`src/rtl/exc_unit.sv`:
```
// Exception / interrupt controller for the pipelined MIPS core.
// It picks the oldest synchronous exception, or else a masked interrupt, or
// else an ERET. It records the cause and EPC, holds flush for FLUSH_CYC
// cycles, then keeps the redirect up until fetch acknowledges it.
// Exceptions that arrive while a handler is already active are counted, not taken.
module exc_unit #(
    parameter int                NUM_SRC   = 4,
    parameter int                CODE_W    = 5,
    parameter int                ADDR_W    = 32,
    parameter int                NUM_INT   = 6,
    parameter int                INT_CODE  = 0,
    parameter logic [ADDR_W-1:0] VECTOR    = 32'h0000_0180,
    parameter int                FLUSH_CYC = 2
) (
    input  logic                        clk,
    input  logic                        rst,
    input  logic [NUM_SRC-1:0]          src_req,
    input  logic [NUM_SRC*CODE_W-1:0]   src_code,
    input  logic [NUM_SRC*ADDR_W-1:0]   src_pc,
    input  logic [NUM_INT-1:0]          int_req,
    input  logic [NUM_INT-1:0]          int_mask,
    input  logic                        int_en,
    input  logic [ADDR_W-1:0]           int_pc,
    input  logic                        eret,
    input  logic                        ack,
    output logic                        flush,
    output logic                        redirect_valid,
    output logic [ADDR_W-1:0]           redirect_pc,
    output logic [CODE_W-1:0]           exc_code,
    output logic [ADDR_W-1:0]           epc,
    output logic                        exl,
    output logic                        busy,
    output logic [7:0]                  drop_cnt
);

    // The flush counter runs from 0 up to FLUSH_CYC-1.
    localparam int               CNT_W    = (FLUSH_CYC > 1) ? $clog2(FLUSH_CYC) : 1;
    localparam logic [CNT_W-1:0] CNT_LAST = CNT_W'(FLUSH_CYC - 1);

    typedef enum logic [1:0] {
        S_IDLE     = 2'd0,
        S_FLUSH    = 2'd1,
        S_REDIRECT = 2'd2
    } state_t;

    state_t              state_q;
    logic                kind_ret_q;      // 0: exception entry, 1: ERET return
    logic [CNT_W-1:0]    cnt_q;
    logic                flush_q;
    logic                redirect_valid_q;
    logic [ADDR_W-1:0]   redirect_pc_q;
    logic [CODE_W-1:0]   exc_code_q;
    logic [ADDR_W-1:0]   epc_q;
    logic                exl_q;
    logic [7:0]          drop_cnt_q;

    logic                src_hit_d;
    logic [CODE_W-1:0]   sel_code_d;
    logic [ADDR_W-1:0]   sel_pc_d;
    logic                int_take_d;
    logic [7:0]          drop_cnt_d;

    // The drop counter saturates at 255 and does not wrap.
    function automatic logic [7:0] sat_inc(input logic [7:0] v);
        return (v == 8'hFF) ? v : v + 8'd1;
    endfunction

    // Select the oldest requesting stage; scanning downward lets the lowest index win.
    always_comb begin
        src_hit_d  = 1'b0;
        sel_code_d = '0;
        sel_pc_d   = '0;
        for (int i = NUM_SRC - 1; i >= 0; i--) begin
            if (src_req[i]) begin
                src_hit_d  = 1'b1;
                sel_code_d = src_code[i*CODE_W +: CODE_W];
                sel_pc_d   = src_pc[i*ADDR_W +: ADDR_W];
            end
        end
    end

    assign int_take_d = int_en & (|(int_req & int_mask));
    assign drop_cnt_d = sat_inc(drop_cnt_q);

    // Sequencer: capture and flush, then redirect and wait for the fetch ack.
    always_ff @(posedge clk or posedge rst) begin
        if (rst) begin
            state_q          <= S_IDLE;
            kind_ret_q       <= 1'b0;
            cnt_q            <= '0;
            flush_q          <= 1'b0;
            redirect_valid_q <= 1'b0;
            redirect_pc_q    <= '0;
            exc_code_q       <= '0;
            epc_q            <= '0;
            exl_q            <= 1'b0;
            drop_cnt_q       <= '0;
        end else begin
            case (state_q)
                S_IDLE: begin
                    if (!exl_q && src_hit_d) begin
                        exc_code_q <= sel_code_d;
                        epc_q      <= sel_pc_d;
                        exl_q      <= 1'b1;
                        kind_ret_q <= 1'b0;
                        cnt_q      <= '0;
                        flush_q    <= 1'b1;
                        state_q    <= S_FLUSH;
                    end else if (!exl_q && int_take_d) begin
                        exc_code_q <= CODE_W'(INT_CODE);
                        epc_q      <= int_pc;
                        exl_q      <= 1'b1;
                        kind_ret_q <= 1'b0;
                        cnt_q      <= '0;
                        flush_q    <= 1'b1;
                        state_q    <= S_FLUSH;
                    end else if (eret && exl_q) begin
                        exl_q      <= 1'b0;
                        kind_ret_q <= 1'b1;
                        cnt_q      <= '0;
                        flush_q    <= 1'b1;
                        state_q    <= S_FLUSH;
                    end
                    // A nested exception while in the handler is only counted.
                    if (exl_q && src_hit_d) begin
                        drop_cnt_q <= drop_cnt_d;
                    end
                end
                S_FLUSH: begin
                    if (cnt_q == CNT_LAST) begin
                        flush_q          <= 1'b0;
                        redirect_valid_q <= 1'b1;
                        redirect_pc_q    <= kind_ret_q ? epc_q : VECTOR;
                        state_q          <= S_REDIRECT;
                    end else begin
                        cnt_q <= cnt_q + 1'b1;
                    end
                end
                S_REDIRECT: begin
                    if (ack) begin
                        redirect_valid_q <= 1'b0;
                        state_q          <= S_IDLE;
                    end
                end
                default: begin
                    state_q <= S_IDLE;
                end
            endcase
        end
    end

    assign flush          = flush_q;
    assign redirect_valid = redirect_valid_q;
    assign redirect_pc    = redirect_pc_q;
    assign exc_code       = exc_code_q;
    assign epc            = epc_q;
    assign exl            = exl_q;
    assign busy           = (state_q != S_IDLE);
    assign drop_cnt       = drop_cnt_q;

endmodule

```
`config.mk`:
```
export PLATFORM = sky130hd
export DESIGN_NAME = exc_unit
export DESIGN_NICKNAME = d
export VERILOG_FILES = /design/src/rtl/exc_unit.sv
export SDC_FILE = /design/constraint.sdc
export NUM_CORES = 1
export LEC_CHECK = 0
export CAP_MARGIN = 20
export CORE_MARGIN = 5
export CORE_UTILIZATION = 35
export DETAILED_ROUTE_END_ITERATION = 10
export PLACE_DENSITY = 0.83
export SLEW_MARGIN = 15
export SYNTH_ARGS = -nofsm -noshare
export SYNTH_HDL_FRONTEND = slang
export SYNTH_SLANG_ARGS = --single-unit
```
`constraint.sdc`:
```
create_clock -name clk -period 3.2 [get_ports clk]
set_input_delay 0.48 -clock clk [delete_from_list [all_inputs] [get_ports clk]]
set_output_delay 0.48 -clock clk [all_outputs]
set_load 0.05 [all_outputs]
```
==> run summary, run 1 <==
The total length of routed wires is 18.6 mm, and the clock-pin transition on the worst setup and hold timing paths is 0.06 ns. The horizontal extent of the die works out to 124 um. The run finished with clean final reports. In this run the most critical hold path is launched from redirect_pc[19].

In this run switching power makes up 46.8% of total power. The tools report the number of iterations in the first detailed-routing pass as 7. The height of the chip works out to 124 um.

Setup repair after global routing left no endpoint under its margin. Share of cells above drive strength 1: 9.59%. The internal power of the cells totals 3.84 mW. For the final weighted congestion in routability-driven placement, the log shows 0.853.

The repair_antennas step left the layout with diodes totalling 0. Detailed placement finished with a half-perimeter wire length of 14.2 mm. Net count after synthesis: 677. Prior to clock tree synthesis, the placed netlist has a worst setup slack of 0.309 ns.

The overall power of the completed layout came out at 7.21 mW. The source of the critical timing path is src_req[0]. The die covers 15400 sq um.

For the sequential share of the synthesized area, the log shows 46.3%. The overall routing resource usage was 23.3%. The analysis attributes to net switching a power of 3.37 mW. The via count of the first global-routing pass came out at 5237. The global-route wire length before repair is 27.3 mm, and the number of cells after detailed placement is 898. In this run the cell area of the synthesized design comes to 4540 sq um. For this run, design rule violations remaining after detail routing come to 0.

STA classifies the critical path startpoint as an input port. For the number of pins with negative max-slew slack in the final report, the log shows 0. The insertion delay of the later-clocked pin in the worst-skew pair is 0.33 ns, and the fraction of the cycle the final worst path needs is 79.6%. Once the clock tree was built, the setup fixing pass inserted 0 buffers. For the starting DRC count in detailed routing, the log shows 278. The per-cell via count in the routed design came out at 5.50.

The distinct cell type count after synthesis is 38, and the floorplan core area is 12700 sq um. The final count of negative-setup-slack endpoints was 0. The cell sitting at the root of the clock tree is a sky130_fd_sc_hd__clkbuf_16.

The number of stages on the worst hold path works out to 2. For this design the top-level I/O count stands at 282. The initial antenna violation count was 0. The worst hold path terminates at redirect_pc[19]. Yosys printed 0 warnings. Across all register-to-register paths, the minimum setup slack is 1.25 ns.

In this run the remaining antenna-violating nets after routing total 0. For this run, the share of the core covered by cells in the final layout is 62.1%. Entering global routing, the biggest net connects 66 pins. The row count was 41; the leakage power total was 3.14 nW.

The post-cts gate resize count came out at 0. The largest driver fanout on the critical path was 32; the arrival time of the worst setup path was 2.81 ns. In this run the cell area measured after placement is 7530 sq um. TritonCTS built the clock tree. The critical path is of the input port to register type.

The starting density of the core is 35.8%. Between clock sinks in the finished design, the worst skew comes to 0.00418 ns. The required time of the worst setup path is 3.47 ns, and the routed wire length per instance is 20.4 um. A synthesized cell averages 9.56 sq um.

The area growth from synthesis to layout works out to 73.4%. The slew at the pin with the worst max-slew slack is 0.755 ns. The worst register-to-register path ends at epc[31]. The worst path meets setup with 0.653 ns of slack. The register bit total from synthesis is 84. The worst-case IR drop observed on VDD is 455 uV. The depth of the worst register-to-register path is 5, and the area taken by flip-flops and latches is 2100 sq um.

Hold repair after CTS inserted 0 buffers. The logs give 7870 sq um for the cell area after layout and 0 ns for the post-route setup TNS. The routed design could run at a clock period as short as 2.55 ns.

The path class of the tightest hold or removal check is register to register. The tool flagged a number of max-cap violations equal to 0. The clock tree synthesis step divided the H-tree into 3 levels.

After global routing the overflow that remains totals 0. Port buffering added 281 buffers. For the CTS sink count, the log shows 84. The routed layout has 5020 vias.

For the gate count of the mapped netlist, the log shows 475. The combinational fraction of design power was 58.6%. Headroom to the max-slew limit came out at 49.6%. The total CTS buffers was 9; the smallest hold slack was 0.479 ns.

The logs give 2 for the maximum buffer depth of the clock tree and 2210 sq um for the area occupied by multi-input gates. The run gives 0 as the number of hold violations in the final report. The tools report the fmax as 0.393 GHz. The number of nets in the final layout was 940; the power density over the cells was 915 nW/um^2. In this run, the clock network consumes 15.2% of the power.

The layout has 1038 filler cells. The tools report the endpoint type of the worst setup path as a register. In this run the critical register-to-register path is launched from exl. Once layout is complete, the cells apart from fillers number 912.

Of the total power, registers draw 26.2%.
[worst max-delay path by stage]
stage	endpoint	cells after the start
after floorplan	cnt_q	1
after detailed placement	epc[31]	5
final	epc[31]	5
after CTS	busy	3
after global routing	epc[31]	5
after global placement	epc[25]	6
[final cells by class]
| class | instances | share of cell area (%) |
|---|---|---|
| Tap cell | 172 | 2.73 |
| Timing Repair Buffer | 297 | 38.1 |
| Inverter | 9 | 0.445 |
| Clock buffer | 11 | 3.21 |
| Sequential cell | 84 | 26.7 |
| Multi-Input combinational cell | 337 | 28.1 |
| Clock inverter | 2 | 0.763 |
[cells by family (layout without fill, tap and decap cells)]
kind of cell / after synthesis / after routing / share of synthesized area (%)
buffers and inverters: 54 / 319 / 5.51
xor gates and xnor gates: 7 / 7 / 1.35
adders and majority gates: 1 / 1 / 0.275
AOI/OAI and AO/OA: 192 / 192 / 28.3
DFF: 84 / 84 / 46.3
and+or+nand+nor: 103 / 103 / 9.92
muxes: 34 / 34 / 8.40
[metal layers]
| metal | GRT usage (%) | up-vias | share of wire, % |
|---|---|---|---|
| met2 | 43.1 | 275 | 52 |
| met4 | 9.31 | 0 | 2.5 |
| li1 | - | 2305 | - |
| met3 | 7.27 | 31 | 11 |
| met5 | 0 | - | 0 |
| met1 | 24.6 | 2409 | 35 |
[critical path: stages]
cell and delay, ns:
sky130_fd_sc_hd__clkdlybuf4s50_1 0.86, sky130_fd_sc_hd__or2_2 0.72, sky130_fd_sc_hd__a221oi_1 0.11, sky130_fd_sc_hd__o31ai_1 0.41, sky130_fd_sc_hd__mux2_2 0.22
[power groups by stage]
stage | Sequential, mW | Combinational, mW | Clock (mW)
4_1_cts | 1.89 | 4.22 | 1.12
3_5_place_dp | 1.90 | 4.21 | 0
6_report | 1.89 | 4.22 | 1.10
3_3_place_gp | 1.88 | 4.12 | 0
2_1_floorplan | 3.19 | 1.32 | 0
5_1_grt | 1.94 | 4.46 | 1.17
[registers in the layout, summed over array words and instances, names as in the netlist]
register / count
redirect_valid: 1
flush: 1
redirect_pc: 32
state_q: 2
epc: 32
cnt_q: 1
kind_ret_q: 1
exc_code: 5
exl: 1
drop_cnt: 8
[cell usage in the layout, fill, tap and decap left out, types with 11 or more instances in the layout]
| cell | netlist | layout |
|---|---|---|
| sky130_fd_sc_hd__mux2_2 | 33 | 33 |
| sky130_fd_sc_hd__o22ai_1 | 32 | 32 |
| sky130_fd_sc_hd__nand2_1 | 73 | 72 |
| sky130_fd_sc_hd__clkdlybuf4s50_1 | 0 | 280 |
| sky130_fd_sc_hd__o21ai_0 | 67 | 67 |
| sky130_fd_sc_hd__dfrtp_1 | 84 | 84 |
| sky130_fd_sc_hd__buf_4 | 2 | 11 |
| sky130_fd_sc_hd__a221oi_1 | 36 | 36 |
| sky130_fd_sc_hd__o31ai_1 | 36 | 36 |
[Yosys cell counts]
library cell	number	area, sq um
sky130_fd_sc_hd__dfrtp_1	84	2100
sky130_fd_sc_hd__a21boi_0	1	7.51
sky130_fd_sc_hd__buf_1	4	15.0
sky130_fd_sc_hd__a21boi_1	1	7.51
sky130_fd_sc_hd__a221oi_1	36	315
sky130_fd_sc_hd__buf_6	4	45.0
sky130_fd_sc_hd__inv_1	9	33.8
sky130_fd_sc_hd__ha_1	1	12.5
sky130_fd_sc_hd__a22oi_1	3	22.5
sky130_fd_sc_hd__a311oi_1	1	8.76
sky130_fd_sc_hd__or3_1	1	6.26
sky130_fd_sc_hd__o21ai_0	67	335
sky130_fd_sc_hd__a22o_1	6	52.6
sky130_fd_sc_hd__or2_2	1	6.26
sky130_fd_sc_hd__a21oi_1	4	20.0
sky130_fd_sc_hd__o2111ai_2	1	15.0
sky130_fd_sc_hd__o21a_1	1	7.51
sky130_fd_sc_hd__nor2b_1	6	37.5
sky130_fd_sc_hd__nand3_1	4	20.0
sky130_fd_sc_hd__clkbuf_1	27	101
sky130_fd_sc_hd__nor2_1	9	33.8
sky130_fd_sc_hd__mux2i_1	1	10.0
sky130_fd_sc_hd__o22ai_1	32	200
sky130_fd_sc_hd__buf_4	2	15.0
sky130_fd_sc_hd__nand2b_1	3	18.8
sky130_fd_sc_hd__or4_4	1	11.3
sky130_fd_sc_hd__nand4_1	1	6.26
sky130_fd_sc_hd__o21ai_1	1	5.00
sky130_fd_sc_hd__nand2_1	73	274
sky130_fd_sc_hd__a211o_1	1	8.76
sky130_fd_sc_hd__xor2_1	4	35.0
sky130_fd_sc_hd__nor3_1	3	15.0
sky130_fd_sc_hd__buf_2	8	40.0
sky130_fd_sc_hd__a21o_1	1	7.51
sky130_fd_sc_hd__mux2_2	33	372
sky130_fd_sc_hd__xnor2_1	3	26.3
sky130_fd_sc_hd__o31ai_1	36	270
sky130_fd_sc_hd__nor4_4	1	21.3
(Power assumes the default switching activity.)
==> run 2: changes to the inputs <==
==> constraint.sdc (replaced) <==
create_clock -name clk -period 2.55 [get_ports clk]
set_input_delay 0.3825 -clock clk [delete_from_list [all_inputs] [get_ports clk]]
set_output_delay 0.3825 -clock clk [all_outputs]
set_load 0.05 [all_outputs]
==> run 2 against run 1 <==
Sequential power rose by 25%. Final cell count rose by 0.99%. Register-to-register slack got worse by 0.48 ns. Sequential cell count did not move. First-iteration DRC count fell by 13%. Largest power group unchanged. Clock-buffer cell count fell by 2. Global-route usage rose by 0.54 points. Power rose by 25%.
==> run summary, run 2 (same netlist as run 1, synthesis figures left out) <==
The run finished with clean final reports. The fmax was 0.446 GHz; the maximum buffer depth of the clock tree was 2. The floorplan has 41 rows. The total length of routed wires was 18.9 mm; the final weighted congestion in routability-driven placement was 0.838. The tools report the root buffer cell as sky130_fd_sc_hd__clkbuf_16.

Buffers inserted to repair hold after CTS numbered 0. Hold is met by 0.424 ns. The library cells used most frequently in the layout, excluding fill and tap cells, are sky130_fd_sc_hd__clkdlybuf4s50_1 (279), sky130_fd_sc_hd__dfrtp_1 (84), sky130_fd_sc_hd__nand2_1 (72), sky130_fd_sc_hd__o21ai_0 (67). The startpoint identified for the worst register-to-register timing path is state_q[1]. Measured in cells, the most critical reg-to-reg path has a length of 5. After detailed routing, the number of remaining DRC violations is 0. The worst register-to-register path has a setup slack of 0.77 ns.

Setup repair after global routing left no endpoint under its margin. In this run the power density over the cells is 1140 nW/um^2. The overall routing resource usage came out at 23.9%. The final count of negative-setup-slack endpoints is 0. The sequential cells in the finished layout cover a total of 2100 sq um. The starting density of the core came out at 35.8%.

The clock period could shrink to 2.24 ns. The run gives 5422 as the via count of the first global-routing pass. For the insertion delay of the later-clocked pin in the worst-skew pair, the log shows 0.34 ns.

The die covers 15400 sq um. The number of cells after detailed placement is 905, and the number of setup buffers added after CTS is 0. For the post-route setup TNS, the log shows 0 ns.

The worst setup path is launched from a register. The final route contains 5039 vias. The number of gates resized after CTS was 0. STA classifies the critical path endpoint as an output pin.

Endpoint of the lowest-slack register-to-register path: redirect_pc[12]. The multi-input combinational cells in the finished layout cover a total of 2210 sq um. Clock-pin slew was measured on the worst setup and hold paths at 0.07 ns. Maximum vdd ir drop: 527 uV. The post-route netlist has 10.8% of its cells at a drive strength greater than 1. The H-tree was split into 3 levels. Measured along the x axis, the die boundary spans 124 um.

The run gives 84 as the CTS sink count. TritonCTS built the clock tree. Number of hold violations in the final report: 0.

In this run the vertical extent of the chip is 124 um. The first TritonRoute pass finished after 4 iterations. The number of nets in the final layout came out at 946.

The total area inside the core boundary comes to 12700 sq um. The design draws 8.98 mW. The run gives 0 as the residual antenna-violating net count after detailed routing. The largest net degree at the start of global routing is 85. The most common cell after layout, fill and taps aside is sky130_fd_sc_hd__clkdlybuf4s50_1.

From synthesis to final layout, the design area changed by 74.2%. For the worst setup path, the data arrival time is 1.86 ns. The setup path with the least slack is of type register to output pin. The logs give 9 for the total CTS buffers and 14.3 mm for the placed wire-length estimate after detailed placement. The first global-routing pass estimated 28.1 mm of wire. The run gives 1016 as the number of inserted filler cells in the final layout. The tools report the required time of the worst setup path as 2.17 ns. The tightest min-delay check is of the input port to async pin type. The total congestion overflow was 0; the largest driver fanout on the critical path was 8.

The per-cell via count in the routed design was 5.47; the number of maximum-capacitance constraint violations was 0. The number of inserted diodes came out at 0. The worst pin sits at a relative slew slack of 60.4%. The initial antenna violation count is 0. Pin placement for this block handled 282 I/O pins. The fraction of the cycle the final worst path needs was 88.0%; the number of pins with negative max-slew slack in the final report was 0.

For this design the static power due to leakage is 3.16 nW. Input and output buffers added on the ports amount to 281. The routed wire length per instance came out at 20.5 um. After the first detailed-routing iteration, the DRC count stood at 241.

The tools report the final setup skew as 0.00551 ns. The slew at the pin with the worst max-slew slack came out at 0.592 ns. Excluding fillers, the count of instances in the completed layout stands at 921.
==> run 2: cell count changes in the layout (fill, tap and decap cells not counted) <==
| cell | previous run | this run |
|---|---|---|
| sky130_fd_sc_hd__buf_12 | 4 | 6 |
| sky130_fd_sc_hd__buf_16 | 1 | 0 |
| sky130_fd_sc_hd__buf_4 | 11 | 17 |
| sky130_fd_sc_hd__bufinv_16 | 2 | 1 |
| sky130_fd_sc_hd__clkbuf_8 | 2 | 0 |
| sky130_fd_sc_hd__clkdlybuf4s50_1 | 280 | 279 |
| sky130_fd_sc_hd__clkinv_2 | 1 | 2 |
| sky130_fd_sc_hd__clkinv_4 | 0 | 2 |
| sky130_fd_sc_hd__clkinvlp_4 | 0 | 2 |
| sky130_fd_sc_hd__inv_6 | 0 | 1 |
==> run 2: worst max-delay path, stage by stage, from the launching register on <==
cell and delay, ns:
sky130_fd_sc_hd__dfrtp_1 0.49, sky130_fd_sc_hd__nor2_1 0.11, sky130_fd_sc_hd__inv_1 0.11, sky130_fd_sc_hd__clkdlybuf4s50_1 0.81
==> run 2: stage by stage <==
stage	setup slack (ns)	cell area (sq um)	utilization, %
2_1_floorplan	0.00236	4540	-
3_3_place_gp	0.224	7610	60.0
3_5_place_dp	0.129	7610	60.0
4_1_cts	0.318	7910	62.4
5_1_grt	0.236	7910	62.4
6_report	0.306	7910	62.4
==> run 2: final cells by class <==
cell class	instances	area share [%]
repair buffers	303	38.5
multi-input cells	337	27.9
flip-flops and latches	84	26.6
clock buffers	9	2.85
well taps	172	2.72
clock inverters	7	0.965
inverters	9	0.443
==> run 2: layer usage <==
layer / vias up / GRT usage [%] / part of all wire [%]
met5: - / 0 / 0
met4: 0 / 9.92 / 3.1
met3: 41 / 8.08 / 11
met2: 300 / 42.2 / 50
met1: 2372 / 26.1 / 37
li1: 2326 / - / -
==> run 2: report_power, final <==
part	switching, mW	internal, mW	total (mW)	leakage (nW)
clock	0.562	0.764	1.33	0.142
sequential	0.478	1.89	2.37	1.06
combinational	3.26	2.04	5.29	1.96
==> run 2: worst max-delay path by stage <==
| stage | to | from |
|---|---|---|
| 6_report | busy | state_q[0] |
| 3_5_place_dp | epc[8] | src_req[0] |
| 5_1_grt | busy | state_q[0] |
| 2_1_floorplan | cnt_q | rst |
| 4_1_cts | busy | state_q[0] |
| 3_3_place_gp | epc[16] | src_req[3] |
==> run 3: changes to the inputs <==
--- a/config.mk
+++ b/config.mk
@@ -6,10 +6,10 @@
 export NUM_CORES = 1
 export LEC_CHECK = 0
 export CAP_MARGIN = 20
-export CORE_MARGIN = 5
-export CORE_UTILIZATION = 35
+export CORE_MARGIN = 4
+export CORE_UTILIZATION = 34
 export DETAILED_ROUTE_END_ITERATION = 10
-export PLACE_DENSITY = 0.83
+export PLACE_DENSITY = 0.84
 export SLEW_MARGIN = 15
 export SYNTH_ARGS = -nofsm -noshare
 export SYNTH_HDL_FRONTEND = slang
==> constraint.sdc (replaced) <==
create_clock -name clk -period 2 [get_ports clk]
set_input_delay 0.3 -clock clk [delete_from_list [all_inputs] [get_ports clk]]
set_output_delay 0.3 -clock clk [all_outputs]
set_load 0.05 [all_outputs]
==> run 3 against run 2 <==
Via count grew 0.91%. Non-clock buffer count grew 13. Worst setup slack lost 0.23 ns. Core utilization grew 0.28 points. Register-to-register slack lost 0.49 ns. Highest routed layer unchanged. Global-route usage shrank 0.92 points.
==> run summary, run 3 (same netlist as run 1, synthesis figures left out) <==
The flow ran to the end, and the final reports show no timing, DRC or antenna violations. For the pin with the worst max-slew slack, the measured transition is 0.560 ns. The library cell used most frequently in the layout, excluding fill and tap cells, is sky130_fd_sc_hd__clkdlybuf4s50_1.

The row count is 41, and the post-placement cell area is 7770 sq um. Summed over all layers, the global routing overflow is 0. The routing usage on met3 is 6.13%, and the post-cts gate resize count is 0. The area growth from synthesis to layout came out at 77.1%. Summed over all layers, the routed wires come to 18.5 mm. The finished cells cover 8040 sq um. For the area enclosed by the die boundary, the log shows 15300 sq um. The tightest min-delay check is of the input port to async pin type.

No sink is reached through more buffers than the 2 on the longest clock path. The horizontal extent of the die is 124 um. Per-cell via count in the routed design: 5.46.

The hold buffer count at CTS was 0. The worst-case IR drop observed on VDD is 735 uV. Between clock sinks in the finished design, the worst skew comes to 0.00703 ns. The number of pins with negative max-slew slack in the final report was 0. For the relative slew slack, the log shows 62.6%.

Leaving out fill and tap cells, the most frequent cells in the layout are sky130_fd_sc_hd__clkdlybuf4s50_1 (278), sky130_fd_sc_hd__dfrtp_1 (84), sky130_fd_sc_hd__nand2_1 (72), sky130_fd_sc_hd__o21ai_0 (67). Entering global routing, the biggest net connects 85 pins. The number of inserted diodes came out at 0. In the final layout, the multi-input gates occupy 2210 sq um. For the number of iterations in the first detailed-routing pass, the log shows 5. Global routing used 23.0% of the available tracks across all layers. The run gives 14.3 mm as the placed wire-length estimate after detailed placement. In the final routed layout, each cell accounts on average for 19.8 um. Of all nets on the critical path, the largest fanout is 23.

The time the worst path needs with I/O delays and setup was 1.93 ns. The floorplan step defined a core boundary enclosing 12800 sq um. Category of the critical setup timing path: input port to register. For the boundary pin count, the log shows 282.

For the number of maximum-capacitance constraint violations, the log shows 0. Based on the critical path, the design can be clocked at up to 0.518 GHz. The logs give 9 for the total CTS buffers and 0 for the number of remaining DRC errors.

The worst setup path is captured at a register. The fraction of the cycle the final worst path needs is 96.4%. The number of buffers inserted by port buffering was 281. The tools report the initial antenna violation count as 0.

Setup repair after global routing left no endpoint under its margin. The initial utilization of the core area, before any placement, comes to 35.4%. The share of cells above drive strength 1 came out at 12.0%.

The first global-routing pass estimated 26.9 mm of wire. For the number of hold violations in the final report, the log shows 0. The power density over the cells works out to 1430 nW/um^2. For the arrival time of the worst setup path, the log shows 2.13 ns. The tools report the slack of the worst reg-to-reg path as 0.28 ns.

TritonCTS built the clock tree. The root buffer cell chosen for the clock tree is sky130_fd_sc_hd__clkbuf_16. Fill cells in the final layout number 1054. For met1 alone, demand over resource in global routing was 23.8%. The leakage power total is 3.23 nW, and the clock-pin transition on the worst setup and hold timing paths is 0.06 ns. The routed layout has 5085 vias. After routing, the total negative slack on setup checks comes to 0 ns. The die is 124 um tall. The highest-utilization routing layer at the global route stage is met2. For the final count of negative-setup-slack endpoints, the log shows 0. The global routing met2 resource utilization is 43.2%. H-tree depth: 3. Routability-driven placement finished with a final weighted congestion of 0.849. In this run the remaining antenna-violating nets after routing total 0.

After clock tree synthesis, the setup repair step added 0 buffers. The insertion delay of the later-clocked pin in the worst-skew pair was 0.32 ns; the required time of the worst setup path was 2.20 ns. The tools report the starting DRC count in detailed routing as 319. Registers take 2100 sq um.

The net count of the finished layout is 959. CTS sink count: 84. The worst setup path is launched from an input port. The via count of the first global-routing pass is 5296.
[run 3: cell types whose count changed in the layout (fill, tap and decap cells not counted), sizes merged]
cell / before / now
clkinvlp: 2 / 1
buf: 24 / 38
inv: 9 / 8
clkinv: 4 / 2
clkbuf: 9 / 11
clkdlybuf4s50: 279 / 278
[run 3: final timing paths]
kind                       cells after the start              end            start
setup / recovery                               7          epc[17]       src_req[3]
hold / removal                                 3          epc[29]              rst
setup reg to reg                               5      drop_cnt[5]              exl
hold reg to reg                                2  redirect_pc[11]  redirect_pc[11]
max in group asynchronous                      3      exc_code[3]              rst
min in group clk                               2  redirect_pc[11]  redirect_pc[11]
[run 3: through the flow]
| step | power, mW | worst slack (ns) | cells | hold WS (ns) | util, % |
|---|---|---|---|---|---|
| 5_1_grt | 12.1 | 0.0263 | 932 | 0.506 | 62.7 |
| 3_3_place_gp | 9.80 | -0.183 | 918 | 0.460 | 60.6 |
| 2_1_floorplan | 7.21 | 0.0239 | 475 | 0.407 | - |
| 4_1_cts | 11.6 | 0.0816 | 932 | 0.483 | 62.7 |
| 6_report | 11.5 | 0.0711 | 932 | 0.450 | 62.7 |
| 3_5_place_dp | 9.99 | -0.259 | 918 | 0.469 | 60.6 |
[run 3: cell type report]
class / count / share of cell area [%]
Sequential cell: 84 / 26.1
Inverter: 9 / 0.467
Timing Repair Buffer: 316 / 39.8
Clock inverter: 3 / 0.498
Multi-Input combinational cell: 337 / 27.5
Clock buffer: 11 / 2.89
Tap cell: 172 / 2.68
[run 3: layer usage]
layer | routed length, um | part of all wire (%)
met5 | 0 | 0
met4 | 570 | 3.1
met3 | 1710 | 9.2
met2 | 9520 | 51
met1 | 6690 | 36
[run 3: critical path: stages]
cell	delay, ns
sky130_fd_sc_hd__clkdlybuf4s50_1	0.44
sky130_fd_sc_hd__buf_4	0.16
sky130_fd_sc_hd__nor4_4	0.28
sky130_fd_sc_hd__nor2_1	0.12
sky130_fd_sc_hd__o21ai_4	0.23
sky130_fd_sc_hd__buf_12	0.21
sky130_fd_sc_hd__mux2_2	0.36
[run 3: power by group]
group / switching [mW] / total, mW / internal, mW
clock: 0.622 / 1.57 / 0.950
combinational: 4.17 / 6.91 / 2.74
sequential: 0.624 / 3.03 / 2.41
